$ cat src/rtl/display_refresh_scheduler_pkg.sv
// display_refresh_scheduler_pkg: shared FSM state encoding and segment packing for the display scheduler
package display_refresh_scheduler_pkg;
  typedef enum logic [2:0] {IDLE, CFG_REQ, CFG_WAIT, DIG_REQ, DIG_WAIT, DONE} state_e;
  localparam logic [3:0] SEG_PAD = 4'h0;
  function automatic logic [7:0] seg_pack(input logic [3:0] nib);
    return {SEG_PAD, nib};
  endfunction
endpackage

$ cat src/rtl/display_refresh_scheduler.sv
// display_refresh_scheduler: sequences config and BCD digit writes to a settings driver with per-transaction timeout
module display_refresh_scheduler
  import display_refresh_scheduler_pkg::*;
#(
  parameter int NUM_DIGITS = 6,
  parameter int TIMEOUT    = 255,
  parameter int TO_W       = 8
) (
  input  logic                    i_clk,
  input  logic                    i_reset,
  input  logic                    i_refresh_stb,
  input  logic                    i_config_dirty,
  input  logic [4*NUM_DIGITS-1:0] i_digits,
  output logic                    o_busy,
  output logic                    o_done,
  output logic                    o_error,
  output logic                    o_stb,
  output logic                    o_write_config,
  output logic [2:0]              o_digit,
  output logic [7:0]              o_segment,
  input  logic                    i_busy,
  input  logic                    i_ack
);
  state_e                  state_q;
  logic [2:0]              idx_q;
  logic [TO_W-1:0]         to_q;
  logic [4*NUM_DIGITS-1:0] snap_q;
  logic [7:0]              seg_q;
  logic                    stb_q, done_q, error_q, wc_q;
  logic                    frame_pend_q, cfg_pend_q, cfg_trig_q;
  logic                    start, to_hit, in_req, in_wait, fail;
  logic [3:0]              nxt_nib;
  // cfg_pend_q marks the config as stale; only cfg_trig_q (a real dirty pulse) may launch a frame on its own
  assign start   = frame_pend_q | cfg_trig_q | i_refresh_stb | i_config_dirty;
  assign to_hit  = to_q == TO_W'(TIMEOUT - 1);
  assign in_req  = state_q == CFG_REQ || state_q == DIG_REQ;
  assign in_wait = state_q == CFG_WAIT || state_q == DIG_WAIT;
  assign fail    = (in_req && !i_busy && to_hit) || (in_wait && (i_busy ? to_hit : !i_ack));
  assign nxt_nib = 4'(snap_q >> (4 * (idx_q + 3'd1)));
  assign o_busy         = state_q != IDLE;
  assign o_done         = done_q;
  assign o_error        = error_q;
  assign o_stb          = stb_q;
  assign o_write_config = wc_q;
  assign o_digit        = idx_q;
  assign o_segment      = seg_q;
  always_ff @(posedge i_clk) begin
    if (i_reset) begin
      state_q      <= IDLE;
      idx_q        <= '0;
      to_q         <= '0;
      snap_q       <= '0;
      seg_q        <= '0;
      stb_q        <= 1'b0;
      done_q       <= 1'b0;
      error_q      <= 1'b0;
      wc_q         <= 1'b0;
      frame_pend_q <= 1'b0;
      cfg_pend_q   <= 1'b1;
      cfg_trig_q   <= 1'b0;
    end else begin
      done_q <= 1'b0;
      to_q   <= to_q + 1'b1;
      if (i_refresh_stb) frame_pend_q <= 1'b1;
      if (i_config_dirty) begin
        cfg_pend_q <= 1'b1;
        cfg_trig_q <= 1'b1;
      end
      unique case (state_q)
        IDLE: if (start) begin
          snap_q       <= i_digits;
          frame_pend_q <= 1'b0;
          cfg_trig_q   <= 1'b0;
          idx_q        <= '0;
          to_q         <= '0;
          stb_q        <= 1'b1;
          if (cfg_pend_q | cfg_trig_q | i_config_dirty) begin
            state_q <= CFG_REQ;
            wc_q    <= 1'b1;
          end else begin
            state_q <= DIG_REQ;
            wc_q    <= 1'b0;
            seg_q   <= seg_pack(i_digits[3:0]);
          end
        end
        CFG_REQ: if (i_busy) begin
          stb_q      <= 1'b0;
          cfg_pend_q <= i_config_dirty;
          to_q       <= '0;
          state_q    <= CFG_WAIT;
        end
        CFG_WAIT: if (!i_busy && i_ack) begin
          state_q <= DIG_REQ;
          idx_q   <= '0;
          to_q    <= '0;
          stb_q   <= 1'b1;
          wc_q    <= 1'b0;
          seg_q   <= seg_pack(snap_q[3:0]);
        end
        DIG_REQ: if (i_busy) begin
          stb_q   <= 1'b0;
          to_q    <= '0;
          state_q <= DIG_WAIT;
        end
        DIG_WAIT: if (!i_busy && i_ack) begin
          if (idx_q == 3'(NUM_DIGITS - 1)) begin
            state_q <= DONE;
            done_q  <= 1'b1;
          end else begin
            idx_q   <= idx_q + 3'd1;
            to_q    <= '0;
            stb_q   <= 1'b1;
            seg_q   <= seg_pack(nxt_nib);
            state_q <= DIG_REQ;
          end
        end
        DONE:    state_q <= IDLE;
        default: state_q <= IDLE;
      endcase
      if (fail) begin
        state_q    <= IDLE;
        stb_q      <= 1'b0;
        error_q    <= 1'b1;
        cfg_pend_q <= 1'b1;
      end
    end
  end
endmodule

$ cat config.mk
export PLATFORM = sky130hd
export DESIGN_NAME = display_refresh_scheduler
export DESIGN_NICKNAME = d
export VERILOG_FILES = /design/src/rtl/display_refresh_scheduler_pkg.sv /design/src/rtl/display_refresh_scheduler.sv
export SDC_FILE = /design/constraint.sdc
export NUM_CORES = 1
export LEC_CHECK = 0
export ABC_AREA = 1
export CAP_MARGIN = 20
export CORE_ASPECT_RATIO = 0.75
export CORE_UTILIZATION = 40
export DETAILED_ROUTE_END_ITERATION = 16
export PLACE_DENSITY = 0.66
export SLEW_MARGIN = 20
export SYNTH_ARGS = -nofsm -noshare
export SYNTH_HDL_FRONTEND = slang
export SYNTH_SLANG_ARGS = --single-unit
$ cat constraint.sdc
create_clock -name i_clk -period 1.45 [get_ports i_clk]
set_input_delay 0.145 -clock i_clk [delete_from_list [all_inputs] [get_ports i_clk]]
set_output_delay 0.145 -clock i_clk [all_outputs]
set_load 0.03 [all_outputs]
Word level (Yosys, flattened, before mapping)
Index checks and enable logic that the tools add are counted.
Widths: inputs -> output; s select.
- logic and storage cells: 106
- output and inout bits: 16
- register bits: 53
- input port bits: 30
- eq/ne operators: 14
- multiplexer cells: 46
- reductions and logical operators: 23
- $add $sub $neg: 3
- shifts and indexed selects: 1
- bitwise gates (word level): 7
- operator list (cell ; number):
    $mux 8 ; 10
    $pmux 8 s4 ; 1
    $mux 3 ; 10
    $pmux 8 s3 ; 1
    $shr 24x6->4 ; 1
    $mux 1 ; 19
    $pmux 3 s5 ; 1
    $reduce_and 6->1 ; 2
    $ne 2x2->1 const B ; 5
    $reduce_and 5->1 ; 2
    $pmux 3 s3 ; 1
    $add 8x1->8 const B ; 1
    $eq 8x8->1 const B ; 1
    $eq 3x2->1 const B ; 2
    $eq 3x3->1 const B ; 2
    $ne 2x1->1 const B ; 3
    $reduce_bool 3->1 ; 2
    $or 1x1->1 ; 5
    $add 3x1->4 const B ; 1
    $logic_and 1x1->1 ; 4
    $pmux 1 s4 ; 1
    $reduce_bool 4->1 ; 1
    $reduce_or 2->1 ; 2
    $add 3x1->3 const B ; 1
    11 further kinds ; 15

Longest topological paths before layout
- depth after elaboration: 6
- gate-level depth with buffers: 11
- gate-level depth less buffers: 11

Least setup slack after synthesis
No wires, ideal clock.
- kind: register -> register
- from: register idx_q[1] (netlist: o_digit[1])
- to: register to_q[5]
- path buffers: 0
- required time: 1329 ps
- arrival time: 1690 ps
- slack: -361 ps
- setup time: 121 ps
- clock period less this slack: 1811 ps
- stages on the path, launching flop included: 9
- cells stage by stage: dfxtp_1 -> clkinv_1 -> ha_1 -> nand2_1 -> inv_1 -> o21ai_2 -> nand3_2 -> nand2_2 -> nor3_2
- word-level cells in the longest chain between the ends: 4
- RTL lines (element ; RTL line ; text):
    start: declaration ; display_refresh_scheduler.sv:25 ; logic [2:0] idx_q;
    start signal: assignment ; display_refresh_scheduler.sv:110 ; idx_q <= idx_q + 3'd1;
    $eq 3x3->1 ; display_refresh_scheduler.sv:106 ; if (idx_q == 3'(NUM_DIGITS - 1)) begin
    $mux 8 ; display_refresh_scheduler.sv:106 ;
    $mux 8 ; display_refresh_scheduler.sv:105 ; DIG_WAIT: if (!i_busy && i_ack) begin
    $pmux 8 s4 ; display_refresh_scheduler.sv:69 ; unique case (state_q)
    end signal: assignment ; display_refresh_scheduler.sv:63 ; to_q <= to_q + 1'b1;
    end: declaration ; display_refresh_scheduler.sv:26 ; logic [TO_W-1:0] to_q;
No other way between the ends.
A chain may end at the register's enable or synchronous reset.

Final worst setup path
- from: register state_q[1]
- to: register snap_q[20]
- word-level cells in the longest chain between the ends: 2
- RTL lines (element ; RTL line ; text):
    start: declaration ; display_refresh_scheduler.sv:24 ; state_e state_q;
    start signal: assignment ; display_refresh_scheduler.sv:49 ; state_q <= IDLE;
    start signal: assignment ; display_refresh_scheduler.sv:78 ; state_q <= CFG_REQ;
    start signal: assignment ; display_refresh_scheduler.sv:81 ; state_q <= DIG_REQ;
    $logic_not 3->1 ; display_refresh_scheduler.sv:69 ;
    $reduce_and 2->1 (no line) ; n/a ;
    end signal: assignment ; display_refresh_scheduler.sv:71 ; snap_q <= i_digits;
    end: declaration ; display_refresh_scheduler.sv:27 ; logic [4*NUM_DIGITS-1:0] snap_q;
No other way between the ends.

==> results_dict.tcl <==
set metrics [dict create \
    yosys_warnings 0 \
    cts_made_buffers 5 \
    synth_top_area_frac 0.403 \
    synth-seq-area-share 0.403 \
    rrSetupSlack_ns 0.08 \
    grt_pass1_vias 2042 \
    drt_wl_total_um 5680 \
    die_h_um 69.6 \
    status "finished clean" \
    place_area_um2 3090 \
    dpl.hpwl_um 4200 \
    setup_viol 0 \
    fin_util 0.565 \
    yosysUniqueCellTypes 34 \
    powerDensity_nw_per_um2 1980 \
    vdd_drop_max_uv 1210 \
    critPathKind "reg -> reg" \
    drtPass1Iterations 6 \
    vias 2214 \
    min_delay_worst_endpoint "snap_q[17]" \
    worst_slack_ns 0.0767 \
    core_um2 5860 \
    clockBufferDepth 2 \
    antenna_found_initial 0 \
    die_area_um2 6410 \
    min_from "i_digits[17]" \
    synth_top_cells_by_count "70 x nor2_1, 49 x dfxtp_1, 47 x nand2_1, 32 x inv_1, 26 x o21ai_0" \
    fin_area_um2 3310 \
    ys_async_sr_fraction 0 \
    power_leakage_nw 1.47 \
    synthesis.area_um2 2440 \
    hold_path.class "in -> reg" \
    ys.flop_type "dfxtp_1" \
    drtIter0Drc 145 \
    avgViaCountPerCell 4.64 \
    syn_area_per_cell_um2 7.27 \
    clock-root-buffer "clkbuf_8" \
    grt_overflow_total 0 \
    path_clk_slew_ns 0.09 \
    routedWlPerCell_um 11.9 \
    final.min_clock_period_ns 1.37 \
    post-place-ws_ns -0.174 \
    skew_ns 0.00879 \
    rsz0062_at_grt "yes" \
    post-route-period-util 0.947 \
    nets 432 \
    cts_sinks 49 \
    synth_seq_cells 49 \
    holdBufCountCts 0 \
    reg2reg_to "snap_q[20]" \
    syn_inst 335 \
    finalHoldViolations 0 \
    crit_fanout 22 \
    htreeDepth 2 \
    crit_path_end_kind "flip-flop" \
    synth_top_cell_by_area "dfxtp_1" \
    fmax_ghz 0.728 \
    drive_above_1_share 0.218 \
    final_antenna_net_count 0 \
    rr_worst_depth 8 \
    grtUsageTotal 0.188 \
    io_pins 46 \
    cts_tree "built" \
    synthTopCellsByArea "dfxtp_1 40%, nor2_1 11%, nand2_1 7.2%" \
    yosysMostFrequentCell "nor2_1" \
    required_ns 1.66 \
    place.gp.congestion 0.867 \
    grt_max_degree 34 \
    area.growth.synth_to_final_pct 35.7 \
    hold_depth 3 \
    start_util 0.416 \
    synth_edf_count 0 \
    maxSlewViolCount 0 \
    antenna_cells 0 \
    drc_errors 0 \
    fp.dieW_um 92.1 \
    rows 24 \
    clkLatencyLatePin_ns 0.31 \
    drv_cap 0 \
    r2r_start "state_q[1]" \
    portBuffers 41 \
    grt_pass1_wl_um 9340 \
    crit_path_start_kind "flip-flop" \
    worstPathArrival_ns 1.59 \
]
-- registers in the layout, summed over array words and instances, names as in the netlist --
register        cells
cfg_pend_q          1
o_digit             3
o_done              1
snap_q             24
state_q             3
o_segment           4
o_write_config      1
cfg_trig_q          1
frame_pend_q        1
to_q                8
o_error             1
o_stb               1
-- timing repair --
action	CTS	global route
hold endpoints to repair	0	0
setup endpoints to repair	16	39
resized for setup	9	33
buffers inserted	1	1
pin swaps	1	8
-- stage by stage --
stage	hold WS, ns	total power [mW]	TNS (ns)	cells
6_report	0.409	6.55	0	477
5_1_grt	0.425	7.09	-0.0449	477
4_1_cts	0.407	6.37	0	476
3_5_place_dp	0.448	5.47	-4.39	467
3_3_place_gp	0.442	5.44	-2.61	467
2_1_floorplan	0.208	4.34	0	338
-- worst max path at each step --
stage              startpoint           end  slack, ns  cells past startpoint
6_report           state_q[1]    snap_q[20]       0.08                      8
5_1_grt            state_q[2]  o_segment[3]      -0.02                      7
4_1_cts          o_segment[2]  o_segment[2]      0.003                      1
3_5_place_dp   i_config_dirty    state_q[2]      -0.17                     10
3_3_place_gp   i_config_dirty    o_digit[1]      -0.13                     10
2_1_floorplan      o_digit[1]       to_q[5]     0.0007                      8
-- worst max-delay path, stage by stage, from the launching register on --
cell and delay (ns):
dfxtp_4 0.37, nor2_4 0.18, nand2_4 0.12, nor2_8 0.10, inv_2 0.05, buf_12 0.15
buf_12 0.13, nor2_1 0.11, nor2_1 0.06
-- kinds of logic (layout without fill, tap and decap cells) --
kind of cell / after synthesis / after routing / synth area share
flops: 49 / 49 / 0.403
other cells: 1 / 4 / 0.00154
simple gates: 169 / 169 / 0.333
compound gates: 57 / 57 / 0.126
xor+xnor: 5 / 5 / 0.0180
fa+ha+maj: 4 / 4 / 0.0205
buf+inv: 50 / 111 / 0.0981
-- layer usage --
layer | up-vias | wire length [um] | global-route usage
met3 | 7 | 354 | 0.0428
met1 | 955 | 2860 | 0.272
met4 | 0 | 57 | 0.0573
li1 | 1194 | - | -
met5 | - | 0 | 0
met2 | 58 | 2410 | 0.279
-- report_power, final --
part           total (mW)  internal [mW]  switching (mW)
Combinational        3.56           1.44            2.12
Clock               0.862          0.393           0.469
Sequential           2.13           1.84           0.283
-- area by class of cell --
| type | count | area [um2] |
|---|---|---|
| clock buffer | 6 | 82.6 |
| sequential | 49 | 993 |
| fill | 580 | 2550 |
| clock inverter | 2 | 16.3 |
| multi-input combinational | 239 | 1310 |
| inverter | 36 | 148 |
| timing repair buffer | 67 | 659 |
| tap | 78 | 97.6 |
-- layout by cell type (no fill, tap or decap), types with 5 or more instances in the layout --
cell type,count
dfxtp_1,45
nor2_1,64
o21ai_1,7
clkdlybuf4s50_1,29
nand2_1,43
buf_12,5
nor2_2,9
dlygate4sd2_1,9
clkbuf_8,6
nand3_1,17
nand2_2,8
a21oi_1,19
nand4_1,6
inv_2,5
inv_1,26
buf_4,22
o21ai_0,26
Power figures use the tool's default switching activity.
